[config.mk]
export PLATFORM = sky130hd
export DESIGN_NAME = fetch_queue_flat
export DESIGN_NICKNAME = d
export VERILOG_FILES = /design/src/rtl/fetch_queue_if.sv /design/src/rtl/fetch_queue.sv /design/src/flat_wrapper.sv
export SDC_FILE = /design/constraint.sdc
export NUM_CORES = 1
export LEC_CHECK = 0
export ABC_AREA = 1
export CAP_MARGIN = 20
export CORE_MARGIN = 10
export CORE_UTILIZATION = 61
export CTS_CLUSTER_SIZE = 20
export DETAILED_ROUTE_END_ITERATION = 10
export DONT_BUFFER_PORTS = 1
export MAX_ROUTING_LAYER = met4
export PLACE_DENSITY = 0.77
export SYNTH_ARGS = -nofsm -noshare
export SYNTH_HDL_FRONTEND = slang
export SYNTH_SLANG_ARGS = --single-unit
export TNS_END_PERCENT = 30
[constraint.sdc]
create_clock -name clk -period 7.7 [get_ports clk]
set_input_delay 1.925 -clock clk [delete_from_list [all_inputs] [get_ports clk]]
set_output_delay 1.925 -clock clk [all_outputs]
set_load 0.01 [all_outputs]
[src/rtl/fetch_queue_if.sv]
// Fetch-to-decode queue handshake bundle: valid/ready push port, valid/ready pop port, flush and occupancy.
interface fetch_queue_if #(
  parameter int DEPTH = 4,
  parameter int IW    = 32,
  parameter int AW    = 32
);
  logic                       in_valid;
  logic                       in_ready;
  logic [AW-1:0]              in_pc;
  logic [IW-1:0]              in_instr;
  logic                       flush;
  logic                       out_valid;
  logic                       out_ready;
  logic [AW-1:0]              out_pc;
  logic [IW-1:0]              out_instr;
  logic [$clog2(DEPTH):0]     count;

  // Queue side
  modport slave (
    input  in_valid, in_pc, in_instr, flush, out_ready,
    output in_ready, out_valid, out_pc, out_instr, count
  );

  // Fetch/decode side
  modport master (
    output in_valid, in_pc, in_instr, flush, out_ready,
    input  in_ready, out_valid, out_pc, out_instr, count
  );
endinterface

[src/rtl/fetch_queue.sv]
// {pc, instr} queue between fetch and decode; 1-cycle minimum latency, no bypass.
// in_ready = not full (registered state only); flush empties the queue and overrides push/pop.
module fetch_queue #(
  parameter int          DEPTH = 4,
  parameter int          IW    = 32,
  parameter int          AW    = 32,
  parameter logic [IW-1:0] NOP = 32'h00000000
) (
  input logic            clk,
  input logic            rst_n,
  fetch_queue_if.slave   q
);
  localparam int PW = $clog2(DEPTH);
  localparam int CW = PW + 1;

  typedef struct packed {
    logic [AW-1:0] pc;
    logic [IW-1:0] instr;
  } entry_t;

  entry_t        mem [DEPTH];
  logic [PW-1:0] wr_ptr;
  logic [PW-1:0] rd_ptr;
  logic [CW-1:0] cnt;
  logic          push;
  logic          pop;
  logic          full;
  logic          empty;
  entry_t        head;

  assign full  = (cnt == CW'(DEPTH));
  assign empty = (cnt == '0);
  assign push  = q.in_valid & ~full;
  assign pop   = ~empty & q.out_ready;

  always_ff @(posedge clk or negedge rst_n) begin
    if (!rst_n) begin
      wr_ptr <= '0;
      rd_ptr <= '0;
      cnt    <= '0;
    end else if (q.flush) begin
      wr_ptr <= '0;
      rd_ptr <= '0;
      cnt    <= '0;
    end else begin
      if (push) wr_ptr <= wr_ptr + 1'b1;
      if (pop)  rd_ptr <= rd_ptr + 1'b1;
      case ({push, pop})
        2'b10:   cnt <= cnt + 1'b1;
        2'b01:   cnt <= cnt - 1'b1;
        default: cnt <= cnt;
      endcase
    end
  end

  // Storage is deliberately unreset; only written on an accepted push, so X data with in_valid=0 is harmless.
  always_ff @(posedge clk) begin
    if (push && !q.flush) mem[wr_ptr] <= '{pc: q.in_pc, instr: q.in_instr};
  end

  assign head        = mem[rd_ptr];
  assign q.in_ready  = ~full;
  assign q.out_valid = ~empty;
  assign q.out_pc    = empty ? '0  : head.pc;
  assign q.out_instr = empty ? NOP : head.instr;
  assign q.count     = cnt;
endmodule

[src/flat_wrapper.sv]
// flat-port wrapper written by rule: the top's interface ports become plain ports
module fetch_queue_flat 
#(
  parameter int          DEPTH = 4,
  parameter int          IW    = 32,
  parameter int          AW    = 32,
  parameter logic [IW-1:0] NOP = 32'h00000000
)
  (clk, rst_n, q_in_valid, q_in_pc, q_in_instr, q_flush, q_out_ready, q_in_ready, q_out_valid, q_out_pc, q_out_instr, q_count);
  fetch_queue_if #(.DEPTH(DEPTH), .IW(IW), .AW(AW)) q_i ();
  input logic clk;
  input logic rst_n;
  input wire logic [$bits(q_i.in_valid)-1:0] q_in_valid;
  input wire logic [$bits(q_i.in_pc)-1:0] q_in_pc;
  input wire logic [$bits(q_i.in_instr)-1:0] q_in_instr;
  input wire logic [$bits(q_i.flush)-1:0] q_flush;
  input wire logic [$bits(q_i.out_ready)-1:0] q_out_ready;
  output wire logic [$bits(q_i.in_ready)-1:0] q_in_ready;
  output wire logic [$bits(q_i.out_valid)-1:0] q_out_valid;
  output wire logic [$bits(q_i.out_pc)-1:0] q_out_pc;
  output wire logic [$bits(q_i.out_instr)-1:0] q_out_instr;
  output wire logic [$bits(q_i.count)-1:0] q_count;
  assign q_i.in_valid = q_in_valid;
  assign q_i.in_pc = q_in_pc;
  assign q_i.in_instr = q_in_instr;
  assign q_i.flush = q_flush;
  assign q_i.out_ready = q_out_ready;
  assign q_in_ready = q_i.in_ready;
  assign q_out_valid = q_i.out_valid;
  assign q_out_pc = q_i.out_pc;
  assign q_out_instr = q_i.out_instr;
  assign q_count = q_i.count;
  fetch_queue #(.DEPTH(DEPTH), .IW(IW), .AW(AW), .NOP(NOP)) u_core (.clk(clk), .rst_n(rst_n), .q(q_i));
endmodule
==> impl_metrics.csv, run 1 <==
group,metric,value,unit
clock_network,cts_tree,"yes",
die,dieHeight,150.2,um
setup_path,path_cells,"clkinv_2 > buf_4 > o21ai_0 > a21oi_1",
timing,setup_tns,0,ps
timing,min_period,4999,ps
pwr,leakage,3.805,nW
die,start_util,0.6237,
clock_network,clock_sinks,263,
cells_and_area,nFillCells,1116,
clock_network,cts_root_buf,"clkbuf_16",
synthesis,yosysSeqAreaShare,0.7602,
synthesis,synth-seq-cells,263,
die,die-area,22560,um^2
cells_and_area,drive_gt1_frac,0.06771,
clock_network,cts_resized,0,
routing,drtIter0Drc,505,
routing,detail_route.vias_per_cell,5.877,
global_route,grt_pass1_wl,33.06,mm
run,max-cap-violations,0,
clock_network,cts_buffers,26,
setup_path,critPathKind,"flop to primary output",
cells_and_area,area_growth,9.642,%
routing,finalWirelength,21.85,mm
pwr,finalPower,3.758,mW
cells_and_area,final_nets,881,
die,pin_count,138,
worst_hold_path,hold_path_class,"flop to flop",
routing,drtAntennaViolNets,0,
cells_and_area,diodes,0,
global_route,grt_max_degree,85,
cells_and_area,finalInstanceArea,11340,um^2
run_status,outcome,"complete, no violations",
synthesis,synth_cell_type_count,19,
placement,gp_congestion,0.8270,
routing,wl_per_cell,20.87,um
timing,fin_crit_sh,0.6492,
die,die_width,150.2,um
synthesis,synth_area,10340,um^2
timing,holdWs,652.2,ps
timing,finalHoldViolations,0,
setup_path,critPathMaxStageDelay,670,ps
clock_network,clockBufferDepth,3,
setup_path,cp-start-kind,"flop",
clock_network,clkLatencyLatePin,510,ps
routing,route.detailed.drc,0,
global_route,track_usage,0.1922,
setup_path,slowest_stage,"dfrtp_4",
global_route,grt_pass1_vias,6090,
synthesis,yosys_warnings,0,
synthesis,syn-num-nets,893,
pwr,power_density,331.4,nW/um^2
timing,rsz0062_at_grt,"false",
pwr,vdd_drop_max,0.0002647,V
clock_network,htreeDepth,1,
setup_path,crit_fanout,77,
timing,drv_slew,0,
setup_path,critPathArrivalTime,3070,ps
timing,worst_clock_skew,10.60,ps
synthesis,syn_area_per_cell,12.63,um^2
timing,setup_viol,0,
global_route,antenna_found_initial,0,
clock_network,post_cts_buffers,0,
timing,relSlewSlack,0.3993,
timing,fmax,0.2000,GHz
placement,placed_area,10460,um^2
setup_path,required,5780,ps
placement,port_buffers,0,
routing,vias,6153,
die,placementRows,47,
clock_network,clk_pin_slew,60,ps
die,core,16580,um^2
placement,hpwl,12.36,mm
routing,first_pass_iters,5,
clock_network,cts_hold_buf,0,
setup_path,cp-end-kind,"primary output",
global_route,grt-ovfl-total,0,
timing,tightest_slew,901.1,ps
synthesis,synth_cells,819,
==> registers in the layout, summed over array words and instances, names as in the netlist <==
signal,flops
u_core.q.count,3
u_core.rd_ptr,2
u_core.wr_ptr,2
u_core.mem,256
==> cell type report <==
type / count / area, um^2 / area share
Clock buffer: 33 / 698.2 / 0.06157
Clock inverter: 15 / 178.9 / 0.01578
Inverter: 16 / 61.31 / 0.005407
Multi-Input combinational cell: 491 / 2191 / 0.1932
Sequential cell: 263 / 7868 / 0.6938
Tap cell: 220 / 275.3 / 0.02427
Timing Repair Buffer: 9 / 67.56 / 0.005958
==> per-layer routing <==
layer,part of all wire,track usage
met1,0.37,0.2162
met2,0.50,0.3151
met3,0.11,0.06993
met4,0.020,0.06171
met5,0,-
==> synth_stat cells <==
master | count | share of area
inv_1 | 14 | 0.0051
o21ai_0 | 128 | 0.062
dfrtp_1 | 7 | 0.017
a21oi_1 | 67 | 0.032
nand2_1 | 16 | 0.0058
fa_1 | 1 | 0.0019
buf_4 | 14 | 0.010
inv_2 | 2 | 0.00073
o21ai_1 | 3 | 0.0015
edfxtp_1 | 256 | 0.74
nand3_1 | 5 | 0.0024
nand4_1 | 3 | 0.0018
ha_1 | 4 | 0.0048
buf_6 | 1 | 0.0011
buf_2 | 12 | 0.0058
nor2_1 | 263 | 0.095
buf_1 | 6 | 0.0022
clkbuf_1 | 16 | 0.0058
xor2_1 | 1 | 0.00085
==> cell usage in the layout (no fill, tap or decap) <==
master | netlist | layout
a21oi_1 | 67 | 67
buf_4 | 14 | 9
bufinv_16 | 0 | 4
clkbuf_1 | 16 | 6
clkbuf_16 | 0 | 27
clkinv_1 | 0 | 4
clkinv_2 | 0 | 5
clkinv_4 | 0 | 1
clkinvlp_4 | 0 | 2
dfrtp_1 | 7 | 5
dfrtp_2 | 0 | 1
dfrtp_4 | 0 | 1
edfxtp_1 | 256 | 256
fa_1 | 1 | 1
ha_1 | 4 | 4
inv_1 | 14 | 13
inv_2 | 2 | 2
nand2_1 | 16 | 16
nand3_1 | 5 | 5
nand4_1 | 3 | 3
nor2_1 | 263 | 259
nor2_4 | 0 | 4
o21ai_0 | 128 | 128
o21ai_1 | 3 | 3
xor2_1 | 1 | 1
==> per-stage QoR <==
| step | utilization | std cells | setup slack, ps |
|---|---|---|---|
| detailed placement | 0.6309 | 999 | 3264 |
| CTS | 0.6838 | 1047 | 2703 |
| finish | 0.6838 | 1047 | 2701 |
| global route | 0.6838 | 1047 | 2449 |
| floorplan | - | 819 | 2144 |
| global placement | 0.6309 | 999 | 3338 |
==> power breakdown <==
part	internal (mW)	switching (mW)	leakage [nW]	total (mW)
clock network	0.775	0.493	0.423	1.27
registers	1.66	0.0510	2.41	1.72
logic	0.174	0.600	0.970	0.774
total	2.61	1.14	3.80	3.76
==> cells by family after synthesis <==
logic type	share of synthesized area
AOI/OAI and AO/OA	0.09581
xor gates and xnor gates	0.0008470
adders and majority gates	0.006775
buffers and inverters	0.03085
DFF	0.7602
and+or+nand+nor	0.1055
==> critical path, delay by kind of cell (launching register included) <==
family                 cells  cell delay (ps)
DFF                        1              670
AOI/OAI and AO/OA          2              620
buffers and inverters      2             1180
==> worst paths after layout <==
| kind | startpoint | end | slack [ps] | cells after the start |
|---|---|---|---|---|
| worst min register to register | u_core.wr_ptr[1] | u_core.wr_ptr[1] | 650 | 2 |
| worst min-delay path | u_core.wr_ptr[1] | u_core.wr_ptr[1] | 650 | 2 |
| min in group asynchronous | rst_n | u_core.rd_ptr[1] | 1100 | 0 |
| max in group asynchronous | rst_n | u_core.rd_ptr[0] | 6520 | 0 |
| worst max-delay path | u_core.rd_ptr[0] | q_out_instr[1] | 2700 | 4 |
| worst max register to register | u_core.q.count[0] | u_core.mem[0][11] | 4630 | 5 |
(Power assumes the default switching activity.)
==> run 2: changes to the inputs <==
--- a/config.mk
+++ b/config.mk
@@ -8,12 +8,12 @@
 export ABC_AREA = 1
 export CAP_MARGIN = 20
 export CORE_MARGIN = 10
-export CORE_UTILIZATION = 61
+export CORE_UTILIZATION = 57
 export CTS_CLUSTER_SIZE = 20
 export DETAILED_ROUTE_END_ITERATION = 10
 export DONT_BUFFER_PORTS = 1
 export MAX_ROUTING_LAYER = met4
-export PLACE_DENSITY = 0.77
+export PLACE_DENSITY = 0.75
 export SYNTH_ARGS = -nofsm -noshare
 export SYNTH_HDL_FRONTEND = slang
 export SYNTH_SLANG_ARGS = --single-unit
==> constraint.sdc (replaced) <==
create_clock -name clk -period 4.3 [get_ports clk]
set_input_delay 1.075 -clock clk [delete_from_list [all_inputs] [get_ports clk]]
set_output_delay 1.075 -clock clk [all_outputs]
set_load 0.01 [all_outputs]
==> impl_metrics.csv, run 2 (same netlist as run 1, synthesis figures left out) <==
group,metric,value,unit
cells_and_area,final_common_cell,"nor2_1",
cells_and_area,finalInstanceArea,11380,um^2
die,placementRows,49,
timing,fin_crit_sh,0.7636,
timing,rsz0062_at_grt,"false",
placement,dp_cells,1015,
die,die_width,154.7,um
pwr,power_frac_clock,0.323,
global_route,grt-ovfl-total,0,
timing,setup_tns,0,ps
cells_and_area,utilization,0.6359,
pwr,vdd_drop_max,0.0004273,V
placement,hpwl,13.24,mm
timing,finalHoldViolations,0,
setup_path,path_cells,"clkinv_2 > buf_4 > o21ai_0 > a21oi_1",
clock_network,htreeDepth,1,
setup_path,critPathKind,"flop to primary output",
pwr,leakage,3.825,nW
setup_path,slowest_stage,"dfrtp_4",
timing,relSlewSlack,0.4654,
setup_path,critPathArrivalTime,2210,ps
pwr,combPwrFrac,0.221,
clock_network,clkLatencyLatePin,520,ps
cells_and_area,area_growth,10.07,%
cells_and_area,largest_reg_flops,256,
die,core,17900,um^2
setup_path,crit_buf_inv,2,
clock_network,cts_tree,"yes",
run_status,outcome,"complete, no violations",
worst_hold_path,hold_path_class,"input port to asynchronous set/reset pin",
global_route,grt_pass1_vias,6333,
placement,gp_congestion,0.8358,
die,start_util,0.5777,
die,pin_count,138,
die,dieHeight,154.7,um
clock_network,clk_pin_slew,60,ps
setup_path,critical_path.top_delay_family,"buffers and inverters",
routing,finalWirelength,22.51,mm
timing,min_period,3284,ps
placement,port_buffers,0,
cells_and_area,drive_gt1_frac,0.07066,
routing,detail_route.vias_per_cell,5.840,
cells_and_area,fin_cells,1064,
timing,fmax,0.3045,GHz
die,die-area,23930,um^2
pwr,internal_power,4.590,mW
setup_path,crit_fanout,41,
routing,drtIter0Drc,378,
global_route,antenna_found_initial,0,
global_route,grt_max_degree,130,
timing,tightest_slew,801.9,ps
pwr,seqPwrFrac,0.456,
setup_path,required,3220,ps
pwr,p_sw,2.075,mW
timing,worst_clock_skew,9.411,ps
clock_network,cts_buffers,27,
clock_network,post_cts_buffers,0,
timing,drv_slew,0,
clock_network,cts_hold_buf,0,
routing,route.detailed.drc,0,
clock_network,clock_sinks,263,
pwr,power_density,585.5,nW/um^2
cells_and_area,largest-register,"u_core.mem",
pwr,finalPower,6.665,mW
routing,vias,6214,
setup_path,cp-end-kind,"primary output",
setup_path,cp-start-kind,"flop",
global_route,grt_pass1_wl,34.40,mm
run,max-cap-violations,0,
global_route,track_usage,0.1854,
pwr,sw_frac_of_total,0.3113,
clock_network,cts_resized,0,
placement,placed_area,10560,um^2
cells_and_area,diodes,0,
clock_network,clockBufferDepth,3,
cells_and_area,nFillCells,1267,
cells_and_area,final_nets,889,
cells_and_area,final_cell_mix,"259 x nor2_1, 256 x edfxtp_1, 128 x o21ai_0",
timing,setup_viol,0,
routing,wl_per_cell,21.15,um
setup_path,critPathMaxStageDelay,490,ps
routing,first_pass_iters,5,
clock_network,cts_root_buf,"clkbuf_16",
routing,drtAntennaViolNets,0,
[run 2: changes by cell type in the layout (fill, tap and decap cells not counted)]
cell | before | now
buf_12 | 0 | 3
buf_4 | 9 | 13
clkinv_4 | 1 | 0
clkinv_1 | 4 | 9
bufinv_16 | 4 | 2
clkinvlp_4 | 2 | 1
[run 2: layout make-up]
class                   instances  area [um^2]  area share
flip-flops and latches        263         7868      0.6911
inverters                      16        61.31    0.005386
well taps                     229        286.5     0.02517
repair buffers                 16        157.7     0.01385
multi-input cells             491         2191      0.1925
clock buffers                  33        698.2     0.06133
clock inverters                16        121.4     0.01066
[run 2: final timing paths]
| path | from | to | slack (ps) | cells past startpoint |
|---|---|---|---|---|
| worst min-delay path | rst_n | u_core.rd_ptr[1] | 250 | 0 |
| worst max-delay path | u_core.rd_ptr[0] | q_out_pc[17] | 1020 | 4 |
| min in group clk | q_in_instr[14] | u_core.mem[1][14] | 650 | 0 |
| worst min register to register | u_core.wr_ptr[1] | u_core.wr_ptr[1] | 660 | 2 |
| max in group asynchronous | rst_n | u_core.rd_ptr[0] | 3970 | 0 |
| worst max register to register | u_core.q.count[0] | u_core.mem[3][43] | 1730 | 5 |
[run 2: power groups by stage]
stage | registers (mW) | clock network (mW) | logic (mW)
after floorplan | 3.09 | 0 | 1.12
after global placement | 3.08 | 0 | 1.44
after detailed placement | 3.09 | 0 | 1.50
after CTS | 3.04 | 2.20 | 1.50
after global routing | 3.05 | 2.29 | 1.65
final | 3.04 | 2.15 | 1.47
[run 2: metal layers]
metal  part of all wire  global-route usage  wire length, um  up-vias
met5                  0                   -                0        -
met4              0.028             0.06838              622        0
met3              0.083             0.05269             1869       46
met2               0.50              0.3075            11330      250
met1               0.39              0.2108             8686     3036
li1                   -                   -                -     2882
[run 2: through the flow]
step	hold WS [ps]	setup WS, ps
after floorplan	579.4	-406.1
after global placement	614.8	1388
after detailed placement	638.1	1278
after CTS	226.5	965.1
after global routing	223.3	851.0
final	245.3	1016
==> edit (settings of run 2) <==
`AW` is set to 32 in 3 places; all go to 16.
--- a/src/rtl/fetch_queue_if.sv
+++ b/src/rtl/fetch_queue_if.sv
@@ -2,7 +2,7 @@
 interface fetch_queue_if #(
   parameter int DEPTH = 4,
   parameter int IW    = 32,
-  parameter int AW    = 32
+  parameter int AW    = 16
 );
   logic                       in_valid;
   logic                       in_ready;
--- a/src/rtl/fetch_queue.sv
+++ b/src/rtl/fetch_queue.sv
@@ -3,7 +3,7 @@
 module fetch_queue #(
   parameter int          DEPTH = 4,
   parameter int          IW    = 32,
-  parameter int          AW    = 32,
+  parameter int          AW    = 16,
   parameter logic [IW-1:0] NOP = 32'h00000000
 ) (
   input logic            clk,
--- a/src/flat_wrapper.sv
+++ b/src/flat_wrapper.sv
@@ -3,7 +3,7 @@
 #(
   parameter int          DEPTH = 4,
   parameter int          IW    = 32,
-  parameter int          AW    = 32,
+  parameter int          AW    = 16,
   parameter logic [IW-1:0] NOP = 32'h00000000
 )
   (clk, rst_n, q_in_valid, q_in_pc, q_in_instr, q_flush, q_out_ready, q_in_ready, q_out_valid, q_out_pc, q_out_instr, q_count);
Interface: changed (resized q_in_pc and q_out_pc); port bits go from 138 to 106. No check against the original RTL was run, so the function may have changed too.
==> edit against run 2 <==
  * Core utilization down 0.91 points
  * Maximum frequency down 18%
  * Worst setup slack worse by 0.72 ns
  * Final area down 24%
  * Global-route usage down 1.2 points
  * Largest cell class unchanged
  * Power down 23%
  * Clock skew down 0.0013 ns
  * Sequential cell count down 64
  * Area after synthesis down 23%
  * Routed wire length down 26%
==> edit: results (changes against run 2) <==
* Min-delay worst type: input port to async pin
* TritonRoute pass-1 iters at 4 (-1)
* Starting DRT DRC Count at 455 (+20%)
* Global-route wire length before repair at 25.4 mm (-26%)
* VDD IR max at 0.000412 V (-3.6%)
* I/O Buffers at 0 (unchanged)
* Final hold viol count at 0 (unchanged)
* CP peak stage delay at 1.05 ns (+0.56 ns)
* CTS Hold Buffers Added at 0 (unchanged)
* H-tree Lvls at 4 (+3)
* Clk_lat worst skew at 0.43 ns (-0.09 ns)
* Share of post-route cells with drive strength above 1 at 7.90% (+0.83 points)
* CTS max path bufs at 2 (-1)
* Leak at 2.89 nW (-25%)
* Setup Buffers After CTS at 0 (unchanged)
* Number of global-route vias before repair at 4604 (-27%)
* Pin count of the biggest net entering global routing at 98 (-25%)
* Clock Skews at 0.00813 ns (-0.00128 ns)
* Post-CTS resize count at 0 (unchanged)
* Post-synthesis cell type count at 26 (+7)
* Initial antenna violation count at 1 (+1)
* Tightest Pin Transition at 1.05 ns (+0.245 ns)
* Crit path max-delay family: flip-flops
* Worst-path clk slew at 0.06 ns (about the same)
* FFs w/ async S/R, synth at 3.52% (+0.86 points)
* CP max stage cell: dfrtp_2
* Synthesis Warnings at 0 (unchanged)
* Vias post-DR at 4772 (-23%)
* Nets at 679 (-24%)
* HPWL Detailed at 9.75 mm (-26%)
* GRT Total Usage at 17.3% (-1.2 points)
* Final RePlAce weighted congestion at 0.790 (-5.5%)
* EDFF count, synth at 192 (-25%)
* Sequential area share after synthesis at 74.8% (-1.2 points)
* Commonest cells in the netlist: 198 x nor2_1, 192 x edfxtp_1, 59 x o21ai_0
* Run status: finished clean
* Max reg flops at 192 (-25%)
* Top reg by flops: u_core.mem
* WL/cell at 20.4 µm (-3.4%)
* TritonCTS buffer count at 17 (-37%)
* CTS root buffer: clkbuf_16
* Syn Nets at 691 (-23%)
* Highest fanout seen on the critical path at 50 (+22%)
* Largest cells by area after synthesis: edfxtp_1 73%, nor2_1 9.4%, o21ai_0 3.7%, a21oi_1 3.2%, o21ai_1 2.5%
==> edit: final cells by class <==
type | instances | area (µm²)
fillers | 1001 | 5140
inverters | 15 | 58.8
clock inverters | 13 | 158
repair buffers | 7 | 65.1
well taps | 180 | 225
diodes | 1 | 2.50
clock buffers | 18 | 429
flip-flops and latches | 199 | 5950
multi-input cells | 381 | 1750
==> edit: cells by family after synthesis <==
kind of cell             Yosys count  synth area share (%)
buffers and inverters             53                  3.58
XOR/XNOR                           2                 0.221
flip-flops                       199                  74.8
AO/OA/AOI/OAI                    150                  9.50
AND/OR/NAND/NOR                  224                  11.0
adder cells (fa/ha/maj)            5                 0.882
==> edit: power breakdown <==
group / total, mW / internal (mW) / leakage, nW / switching (mW)
clock: 1.57 / 0.907 / 0.269 / 0.659
combinational: 1.16 / 0.274 / 0.785 / 0.882
sequential: 2.39 / 2.25 / 1.83 / 0.137
==> edit: layer usage <==
metal	up-vias	wire, µm	global-route usage [%]
met5	-	0	-
met3	32	1460	5.96
met4	0	380	7.21
met2	199	8190	27.6
met1	2342	6600	19.7
li1	2199	-	-
==> edit: metrics by stage <==
stage | area (µm²) | power, mW | hold WS (ns) | cells | worst slack, ns
floorplan | 7940 | 3.36 | 0.579 | 633 | 0.289
global placement | 8040 | 3.56 | 0.607 | 782 | 0.830
detailed placement | 8040 | 3.60 | 0.663 | 782 | 0.767
CTS | 8630 | 5.15 | 0.322 | 813 | 0.299
global route | 8630 | 5.35 | 0.315 | 814 | 0.0684
finish | 8630 | 5.11 | 0.343 | 814 | 0.301
==> edit: final timing paths <==
check	end	startpoint	depth (start not counted)	slack, ns
min in group clk	u_core.wr_ptr[0]	u_core.wr_ptr[0]	2	0.67
setup reg to reg	u_core.mem[1][45]	u_core.q.count[0]	5	1.76
hold / removal	u_core.q.count[2]	rst_n	0	0.34
setup / recovery	q_out_instr[6]	u_core.rd_ptr[1]	4	0.30
max in group asynchronous	u_core.rd_ptr[0]	rst_n	0	3.88
hold reg to reg	u_core.wr_ptr[0]	u_core.wr_ptr[0]	2	0.67
==> edit: worst register-to-register path, cell delays in order, from the launching register on <==
cell     delay (ns)
dfrtp_1        0.53
nor2_4         0.10
a21oi_2        0.24
nand2_1        0.28
nor2_4         0.70
buf_4          0.39
